`config.mk`:
```
export PLATFORM = sky130hd
export DESIGN_NAME = axis_rr_arbiter
export DESIGN_NICKNAME = d
export VERILOG_FILES = /design/src/rtl/axis_pkg.sv /design/src/rtl/axis_skid_buffer.sv /design/src/rtl/axis_rr_arbiter.sv
export SDC_FILE = /design/constraint.sdc
export NUM_CORES = 1
export LEC_CHECK = 0
export ABC_CLOCK_PERIOD_IN_PS = 3000
export CELL_PAD_IN_SITES_DETAIL_PLACEMENT = 0
export CELL_PAD_IN_SITES_GLOBAL_PLACEMENT = 1
export CORE_MARGIN = 2
export CORE_UTILIZATION = 37
export CTS_BUF_LIST = sky130_fd_sc_hd__clkbuf_4
export DETAILED_ROUTE_END_ITERATION = 12
export PLACE_DENSITY_LB_ADDON = 0.25
export SYNTH_ARGS = -nofsm -noshare
export SYNTH_HDL_FRONTEND = slang
export SYNTH_SLANG_ARGS = --single-unit
```
`constraint.sdc`:
```
create_clock -name aclk -period 3 [get_ports aclk]
set_clock_uncertainty 0.05 [all_clocks]
set_input_delay 0.75 -clock aclk [delete_from_list [all_inputs] [get_ports aclk]]
set_output_delay 0.75 -clock aclk [all_outputs]
set_load 0.05 [all_outputs]
```
`src/rtl/axis_pkg.sv`:
```
// axis_pkg: shared AXI-Stream parameter record, beat type
// and width helpers used by stream blocks.
package axis_pkg;

    typedef struct packed {
        int TDATA_BYTES;
        int TID_WIDTH;
        int TDEST_WIDTH;
        int TUSER_WIDTH;
    } axis_parameters_t;

    localparam axis_parameters_t AXIS_PARAMETERS_DEFAULT = '{
        TDATA_BYTES: 4,
        TID_WIDTH:   8,
        TDEST_WIDTH: 4,
        TUSER_WIDTH: 2
    };

    localparam int AXIS_TDATA_W = 8 * AXIS_PARAMETERS_DEFAULT.TDATA_BYTES;
    localparam int AXIS_TKEEP_W = AXIS_PARAMETERS_DEFAULT.TDATA_BYTES;
    localparam int AXIS_TID_W   = AXIS_PARAMETERS_DEFAULT.TID_WIDTH;
    localparam int AXIS_TDEST_W = AXIS_PARAMETERS_DEFAULT.TDEST_WIDTH;
    localparam int AXIS_TUSER_W = AXIS_PARAMETERS_DEFAULT.TUSER_WIDTH;

    typedef struct packed {
        logic [AXIS_TDATA_W-1:0] tdata;
        logic [AXIS_TKEEP_W-1:0] tkeep;
        logic                    tlast;
        logic [AXIS_TID_W-1:0]   tid;
        logic [AXIS_TDEST_W-1:0] tdest;
        logic [AXIS_TUSER_W-1:0] tuser;
    } axis_beat_t;

    // Flat width of one beat laid out as {tdata,tkeep,tlast,tid,tdest,tuser}.
    function automatic int axis_beat_width(axis_parameters_t p);
        return 9 * p.TDATA_BYTES + 1 + p.TID_WIDTH
             + p.TDEST_WIDTH + p.TUSER_WIDTH;
    endfunction

endpackage

```
`src/rtl/axis_skid_buffer.sv`:
```
// axis_skid_buffer: 2-entry register slice. Input ready comes
// from registered state only; output is a plain register.
module axis_skid_buffer
    import axis_pkg::*;
#(
    parameter axis_parameters_t AXIS_PARAMS = AXIS_PARAMETERS_DEFAULT,
    localparam int W = axis_beat_width(AXIS_PARAMS)
) (
    input  logic         aclk,
    input  logic         aresetn,
    input  logic         s_valid,
    output logic         s_ready,
    input  logic [W-1:0] s_data,
    output logic         m_valid,
    input  logic         m_ready,
    output logic [W-1:0] m_data
);

    logic         out_vld;
    logic         skid_vld;
    logic [W-1:0] out_q;
    logic [W-1:0] skid_q;

    assign s_ready = ~skid_vld;
    assign m_valid = out_vld;
    assign m_data  = out_q;

    // Refill the output register when it drains; park a beat in the skid slot on a stall.
    always_ff @(posedge aclk or negedge aresetn) begin
        if (!aresetn) begin
            out_vld  <= 1'b0;
            skid_vld <= 1'b0;
            out_q    <= '0;
            skid_q   <= '0;
        end else if (m_ready || !out_vld) begin
            if (skid_vld) begin
                out_vld  <= 1'b1;
                out_q    <= skid_q;
                skid_vld <= 1'b0;
            end else begin
                out_vld <= s_valid;
                if (s_valid) out_q <= s_data;
            end
        end else if (s_valid && !skid_vld) begin
            skid_vld <= 1'b1;
            skid_q   <= s_data;
        end
    end

endmodule

```
`src/rtl/axis_rr_arbiter.sv`:
```
// axis_rr_arbiter: packet-level round-robin merge of N AXI-Stream
// inputs onto one output through a registered skid stage.
module axis_rr_arbiter
    import axis_pkg::*;
#(
    parameter axis_parameters_t AXIS_PARAMS   = AXIS_PARAMETERS_DEFAULT,
    parameter int               N_INPUTS      = 4,
    parameter int               TID_FROM_PORT = 0,
    localparam int DW = 8 * AXIS_PARAMS.TDATA_BYTES,
    localparam int KW = AXIS_PARAMS.TDATA_BYTES,
    localparam int IW = AXIS_PARAMS.TID_WIDTH,
    localparam int SW = AXIS_PARAMS.TDEST_WIDTH,
    localparam int UW = AXIS_PARAMS.TUSER_WIDTH,
    localparam int GW = $clog2(N_INPUTS)
) (
    input  logic                   aclk,
    input  logic                   aresetn,
    input  logic [N_INPUTS-1:0]    s_axis_tvalid,
    output logic [N_INPUTS-1:0]    s_axis_tready,
    input  logic [N_INPUTS*DW-1:0] s_axis_tdata,
    input  logic [N_INPUTS*KW-1:0] s_axis_tkeep,
    input  logic [N_INPUTS-1:0]    s_axis_tlast,
    input  logic [N_INPUTS*IW-1:0] s_axis_tid,
    input  logic [N_INPUTS*SW-1:0] s_axis_tdest,
    input  logic [N_INPUTS*UW-1:0] s_axis_tuser,
    output logic                   m_axis_tvalid,
    input  logic                   m_axis_tready,
    output logic [DW-1:0]          m_axis_tdata,
    output logic [KW-1:0]          m_axis_tkeep,
    output logic                   m_axis_tlast,
    output logic [IW-1:0]          m_axis_tid,
    output logic [SW-1:0]          m_axis_tdest,
    output logic [UW-1:0]          m_axis_tuser,
    output logic [GW-1:0]          grant_idx,
    output logic                   busy
);

    localparam int BW = axis_beat_width(AXIS_PARAMS);

    localparam logic [0:0] ST_IDLE = 1'b0;
    localparam logic [0:0] ST_PASS = 1'b1;

    logic [0:0]    state_q;
    logic [GW-1:0] grant_q;
    logic [GW-1:0] start_q;
    logic [GW-1:0] start_nxt;

    logic          sel_valid;
    logic          sel_last;
    logic [DW-1:0] sel_data;
    logic [KW-1:0] sel_keep;
    logic [IW-1:0] sel_id;
    logic [SW-1:0] sel_dest;
    logic [UW-1:0] sel_user;
    logic [BW-1:0] sel_beat;
    logic [BW-1:0] m_beat;
    logic          beat_valid;
    logic          skid_ready;
    logic          beat_acc;

    // First requesting index at or after start, wrapping modulo N_INPUTS.
    function automatic logic [GW-1:0] rr_pick(
        input logic [N_INPUTS-1:0] req,
        input logic [GW-1:0]       start
    );
        logic [GW-1:0] pick;
        logic          found;
        int            idx;
        pick  = start;
        found = 1'b0;
        for (int k = 0; k < N_INPUTS; k++) begin
            idx = int'(start) + k;
            if (idx >= N_INPUTS) idx = idx - N_INPUTS;
            if (!found && req[GW'(idx)]) begin
                found = 1'b1;
                pick  = GW'(idx);
            end
        end
        return pick;
    endfunction

    assign busy       = (state_q == ST_PASS);
    assign grant_idx  = grant_q;
    assign sel_valid  = s_axis_tvalid[grant_q];
    assign sel_last   = s_axis_tlast[grant_q];
    assign sel_data   = s_axis_tdata[grant_q*DW +: DW];
    assign sel_keep   = s_axis_tkeep[grant_q*KW +: KW];
    assign sel_dest   = s_axis_tdest[grant_q*SW +: SW];
    assign sel_user   = s_axis_tuser[grant_q*UW +: UW];
    assign beat_valid = busy && sel_valid;
    assign beat_acc   = beat_valid && skid_ready;
    assign start_nxt  = (int'(grant_q) == N_INPUTS - 1) ? '0 : grant_q + 1'b1;

    generate
        if (TID_FROM_PORT != 0) begin : g_tid_port
            assign sel_id = IW'(grant_q);
        end else begin : g_tid_pass
            assign sel_id = s_axis_tid[grant_q*IW +: IW];
        end
    endgenerate

    assign sel_beat = {sel_data, sel_keep, sel_last, sel_id, sel_dest, sel_user};
    assign {m_axis_tdata, m_axis_tkeep, m_axis_tlast,
            m_axis_tid, m_axis_tdest, m_axis_tuser} = m_beat;

    // Only the granted input sees ready, and only while the skid stage has room.
    always_comb begin
        s_axis_tready = '0;
        if (busy) s_axis_tready[grant_q] = skid_ready;
    end

    // Grant on any request in IDLE; hold it until the last beat is taken.
    always_ff @(posedge aclk or negedge aresetn) begin
        if (!aresetn) begin
            state_q <= ST_IDLE;
            grant_q <= '0;
            start_q <= '0;
        end else begin
            unique case (state_q)
                ST_IDLE: begin
                    if (|s_axis_tvalid) begin
                        grant_q <= rr_pick(s_axis_tvalid, start_q);
                        state_q <= ST_PASS;
                    end
                end
                ST_PASS: begin
                    if (beat_acc && sel_last) begin
                        start_q <= start_nxt;
                        state_q <= ST_IDLE;
                    end
                end
                default: state_q <= ST_IDLE;
            endcase
        end
    end

    axis_skid_buffer #(
        .AXIS_PARAMS(AXIS_PARAMS)
    ) u_skid (
        .aclk    (aclk),
        .aresetn (aresetn),
        .s_valid (beat_valid),
        .s_ready (skid_ready),
        .s_data  (sel_beat),
        .m_valid (m_axis_tvalid),
        .m_ready (m_axis_tready),
        .m_data  (m_beat)
    );

endmodule

```
==> flow_summary.ini, run 1 <==
[critical_path]
worstPathArrival_ps = 1950
crit_required_ps = 2200
worst-path-buf-inv = 2
crit_chain = inv_1 > ha_1 > and2_1 > buf_4
slowest_delay_ps = 780
reg2reg_slack_ps = 720
crit_fanout = 30
critPathKind = reg2out
start_kind = flip-flop
cp-end-kind = output pin
crit_family = flip-flops
crit_slowest_cell = dfrtp_4

[synth]
syn_avg_cell_area_um2 = 10.0
synth_edf_count = 0
ys.warnings.count = 0
ys_top_cells_by_area = dfrtp_1 38%, o31ai_4 14%, o21ai_0 11%
synth_seq_cells = 109
yosysTopAreaCell = dfrtp_1
synth-seq-area-share_pct = 37.5
syn_area_mm2 = 0.00727
synth.top_cell.area_share_pct = 37.5
yosysMostFrequentCell = o21ai_0
synth_common_cells = 154 x o21ai_0, 109 x dfrtp_1, 102 x nand2_1, 55 x nor2b_1
synth_ff_type = dfrtp_1
syn_nets = 940
async_flop_share_pct = 100
synth.distinct_cells = 30
postSynthCellCount = 725

[sta]
slew_violations = 0
timing.fmax_mhz = 364
tightest_slew_ps = 721
layout_min_cycle_time_ps = 2750
rsz0062_at_grt = false
post-route-period-util_pct = 91.5
relSlewSlack_pct = 51.9
setup_viol = 0
setup_tns_ps = 0
hold_viol = 0

[floorplan]
die_h_um = 144
num_rows = 51
io_pins = 270
die_width_um = 144
die_area_mm2 = 0.0208
initial_core_util_pct = 37.5
core_mm2 = 0.0194

[power]
cellPowerDensity_mw_per_mm2 = 1080
power.total_w = 0.0113
p_leak_nw = 4.04
p_int_w = 0.00577
switchingPower_w = 0.00556
pwr-share-comb_pct = 67.3
p_seq_share_pct = 23.8
clkPwrFrac_pct = 8.9
p_sw_share_pct = 49.1
vdd_drop_max_mv = 0.572

[grt]
grt_pass1_wl_mm = 32.1
antenna_found_initial = 1
grt.total_usage_pct = 19.7
grt_max_degree = 73
grt-ovfl-total = 0
grt_pass1_vias = 6216

[detailed_routing]
dr_wl_met3_mm = 1.16
detail-route-antenna-nets = 0
vias = 6158
via_per_inst = 5.01
firstDrtPassIters = 4
highest_layer = met4
drtIter0Drc = 302
wire_per_inst_um = 16.6
m1WireLength_mm = 9.00
wl_met2_mm = 9.96
totalWireLength_mm = 20.4
remaining_drc_errors = 0

[clock_tree]
worst_skew_pair.late_latency_ps = 470
cts_tree = done
clk_pin_slew_worst_paths_ps = 170
htree_levels = 3
clockRootBuffer = clkbuf_4
cts_num_sinks = 109
post_cts_buffers = 0
cts_made_buffers = 9
cts_resized = 0
cts_hold_buffers = 0
clockBufferDepth = 2

[final_layout]
layout-drive-gt1-share_pct = 16.1
fillCellCount = 1836
syn2layout_area_growth_pct = 43.9
nets = 1174

[flow_run]
drv_cap = 0

[placed_design]
port_buffers = 269
hpwl_mm = 14.7
place.gp.congestion = 0.777

[status]
status = completed

[hold_path]
hold_class = in2async
## power by group through the flow
| stage | combinational (W) | sequential, W | clock [W] |
|---|---|---|---|
| 6_report | 0.00763 | 0.00270 | 0.00101 |
| 5_1_grt | 0.00823 | 0.00281 | 0.00110 |
| 4_1_cts | 0.00774 | 0.00271 | 0.00105 |
| 3_5_place_dp | 0.00772 | 0.00274 | 0 |
| 3_3_place_gp | 0.00765 | 0.00273 | 0 |
| 2_1_floorplan | 0.00449 | 0.00384 | 0 |
## state kept, by name, summed over array words and instances (netlist names)
register / count
u_skid.skid_q: 51
u_skid.skid_vld: 1
grant_idx: 2
start_q: 2
u_skid.m_data: 51
u_skid.m_valid: 1
busy: 1
## cells in the final DEF (no fill, tap or decap), drive strengths merged
cell             n
clkbuf          10
mux4             2
ha               4
o22ai           51
mux2            52
nor2             2
buf             28
or2              2
dfrtp          109
a21oi            6
o31ai           51
inv              4
mux2i           52
nand3            2
bufinv           4
a21o             1
nor2b           55
nand2b           3
nand2          102
nor3             1
clkinvlp         2
diode            1
o21ai          154
and2             4
o221ai           1
clkdlybuf4s50  262
## worst paths after layout
check	cells after the start	end	from
setup / recovery	4	s_axis_tready[0]	grant_idx[1]$_DFFE_PN0P_
hold / removal	1	u_skid.skid_q[34]$_DFFE_PN0P_	aresetn
setup reg to reg	5	u_skid.m_data[12]$_DFFE_PN0P_	grant_idx[0]$_DFFE_PN0P_
hold reg to reg	2	u_skid.skid_q[4]$_DFFE_PN0P_	u_skid.skid_q[4]$_DFFE_PN0P_
max in group asynchronous	2	u_skid.m_data[50]$_DFFE_PN0P_	aresetn
min in group aclk	2	u_skid.skid_q[4]$_DFFE_PN0P_	u_skid.skid_q[4]$_DFFE_PN0P_
## area by class of cell
type,count,area (um^2),area share (%)
Multi-Input combinational cell,545,4220,40.3
Clock inverter,6,135,1.29
Clock buffer,10,75.1,0.718
Timing Repair Buffer,290,2950,28.2
Antenna cell,1,2.50,0.0239
Tap cell,265,332,3.17
Sequential cell,109,2740,26.2
Inverter,4,15.0,0.144
## kinds of logic (layout without fill, tap and decap cells)
group	after synthesis	after routing	synth area share [%]
AOI/OAI and AO/OA	264	264	30.1
adders and majority gates	4	4	0.689
buffers and inverters	71	310	4.77
DFF	109	109	37.5
muxes	106	106	15.8
other	0	1	0
and+or+nand+nor	171	171	11.1
## through the flow
stage	util, %	setup WS [ps]	instance area [um^2]	cells	hold WS (ps)
5_1_grt	53.9	143	10500	1230	190
4_1_cts	53.9	200	10500	1229	181
6_report	53.9	255	10500	1230	194
3_3_place_gp	52.8	213	10200	1213	411
2_1_floorplan	-	306	7270	725	400
3_5_place_dp	52.8	151	10200	1213	421
## layer usage
layer,vias to the layer above,track usage (%)
li1,3083,-
met1,2902,25.3
met2,156,33.8
met3,17,4.04
met4,0,5.26
met5,-,0
(Power assumes the default switching activity.)
==> run 2: changes to the inputs <==
Settings changed: ABC_AREA set to 1, CORE_ASPECT_RATIO set to 1.4, CORE_UTILIZATION 37 to 33, SYNTH_HIERARCHICAL set to 1.
==> flow_summary.ini, run 2 <==
[critical_path]
crit_required_ps = 2200
critPathKind = reg2out
cp-end-kind = output pin
crit_family = flip-flops
crit_chain = ha_1 > inv_1 > nor2_1 > buf_12
regToRegStartpoint = grant_idx[1]$_DFFE_PN0P_
slowest_delay_ps = 740
worstSetupStartpoint = grant_idx[1]$_DFFE_PN0P_
worstPathArrival_ps = 1910
crit_fanout = 28
start_kind = flip-flop
worst-path-buf-inv = 2
crit_slowest_cell = dfrtp_2

[power]
p_leak_nw = 4.61
vdd_drop_max_mv = 0.647
cellPowerDensity_mw_per_mm2 = 1100

[synth]
async_flop_share_pct = 100
synth_seq_cells = 109
synth_fa_ha_area_share_pct = 0.745
synth.distinct_cells = 26
syn_nets = 1217
yosys.area_share.simple_pct = 38.6
ys.warnings.count = 6
synth_compound_area_share_pct = 12.5
synth.area.mux_share_pct = 0
synth_xor_area_share_pct = 0
syn_avg_cell_area_um2 = 6.71
synth_common_cells = 451 x nand2_1, 109 x dfrtp_1, 106 x nor2_1, 100 x o21ai_0, 64 x nand3_1
syn_area_mm2 = 0.00672
synth_ff_type = dfrtp_1
synth_edf_count = 0
synth_top_family_by_area = simple AND/OR/NAND/NOR gates
ys_top_cells_by_area = dfrtp_1 41%, nand2_1 25%, o21ai_0 7.4%
postSynthCellCount = 1002
yosysMostFrequentCell = nand2_1
synth-seq-area-share_pct = 40.6
synth.top_cell.area_share_pct = 40.6
yosysTopAreaCell = dfrtp_1

[grt]
grt-ovfl-total = 0
gr-usage-met3_pct = 3.71
grt_pass1_vias = 7171
top_usage_layer = met2
grt_max_degree = 102
grt_pass1_wl_mm = 37.9
grtUsageMet1_pct = 26.9
grtUsageMet2_pct = 38.7
grt.total_usage_pct = 21.5
antenna_found_initial = 1

[floorplan]
die_h_um = 173
die_width_um = 125
num_rows = 61
core_mm2 = 0.0199
io_pins = 270
die_area_mm2 = 0.0215
initial_core_util_pct = 33.7

[final_layout]
fin_cells = 1484
multi_input_area_mm2 = 0.00348
final_common_cell = nand2_1
layout-drive-gt1-share_pct = 5.44
layout_common_cells = 451 x nand2_1, 263 x clkdlybuf4s50_1, 106 x nor2_1, 106 x dfrtp_1, 100 x o21ai_0
fin_area_mm2 = 0.00961
syn2layout_area_growth_pct = 43.0
fillCellCount = 2086
area.sequential_mm2 = 0.00273
nets = 1442

[clock_tree]
cts_resized = 0
cts_num_sinks = 109
clockBufferDepth = 2
clk_pin_slew_worst_paths_ps = 190
cts_tree = done
cts_made_buffers = 9
htree_levels = 3
post_cts_buffers = 0
clockRootBuffer = clkbuf_4
cts_hold_buffers = 0
worst_skew_pair.late_latency_ps = 480

[flow_run]
drv_cap = 0

[placed_design]
place.gp.congestion = 0.790
hpwl_mm = 15.7
placed_area_mm2 = 0.00950
placed_cells = 1468
port_buffers = 269

[sta]
hold_viol = 0
relSlewSlack_pct = 56.5
post-route-period-util_pct = 90.2
tightest_slew_ps = 653
slew_violations = 0
setup_viol = 0
timing.fmax_mhz = 370
layout_min_cycle_time_ps = 2710
setup_tns_ps = 0
rsz0062_at_grt = false

[detailed_routing]
remaining_drc_errors = 0
via_per_inst = 4.88
drtIter0Drc = 444
wire_per_inst_um = 15.6
vias = 7243
totalWireLength_mm = 23.1
firstDrtPassIters = 4
detail-route-antenna-nets = 0

[status]
status = completed

[hold_path]
hold_class = in2async
## run 2: power breakdown
part / switching [W] / internal [W]
Sequential: 0.000477 / 0.00218
Clock: 0.000517 / 0.000165
Combinational: 0.00486 / 0.00236
Total: 0.00585 / 0.00470
## run 2: area by class of cell
class / instances / area share (%)
Clock inverter: 6 / 0.417
Antenna cell: 1 / 0.0260
Multi-Input combinational cell: 801 / 36.3
Clock buffer: 9 / 0.703
Inverter: 21 / 0.859
Tap cell: 252 / 3.28
Timing Repair Buffer: 285 / 30.0
Sequential cell: 109 / 28.4
## run 2: logic make-up after synthesis
group | Yosys count
and+or+nand+nor | 642
AOI/OAI and AO/OA | 155
DFF | 109
buffers and inverters | 92
adders and majority gates | 4
## run 2: final timing paths
kind,endpoint,slack (ps),depth (start not counted)
worst max-delay path,s_axis_tready[3],290,4
worst min-delay path,u_skid/m_data[43]$_DFFE_PN0P_,150,1
worst max register to register,u_skid/skid_q[18]$_DFFE_PN0P_,730,9
worst min register to register,u_skid/skid_q[26]$_DFFE_PN0P_,440,2
max in group asynchronous,u_skid/m_data[20]$_DFFE_PN0P_,1970,2
min in group aclk,u_skid/skid_q[26]$_DFFE_PN0P_,440,2
## run 2: metal layers
metal | vias up | part of all wire, %
li1 | 3666 | -
met1 | 3365 | 44
met2 | 194 | 51
met3 | 18 | 4.2
met4 | 0 | 1.1
met5 | - | 0
## run 2: through the flow
step	hold slack [ps]	setup WS (ps)	power, W	util, %
after floorplan	392	100	0.00775	-
after global placement	404	307	0.00993	47.7
after detailed placement	409	289	0.00997	47.7
after CTS	147	208	0.0107	48.2
after global routing	154	133	0.0115	48.3
final	148	294	0.0106	48.3
==> run 3: changes to the inputs <==
Settings changed: SLEW_MARGIN set to 10.
==> results of run 3 <==
Final layout, timing and power as in run 2 (identical DEF).
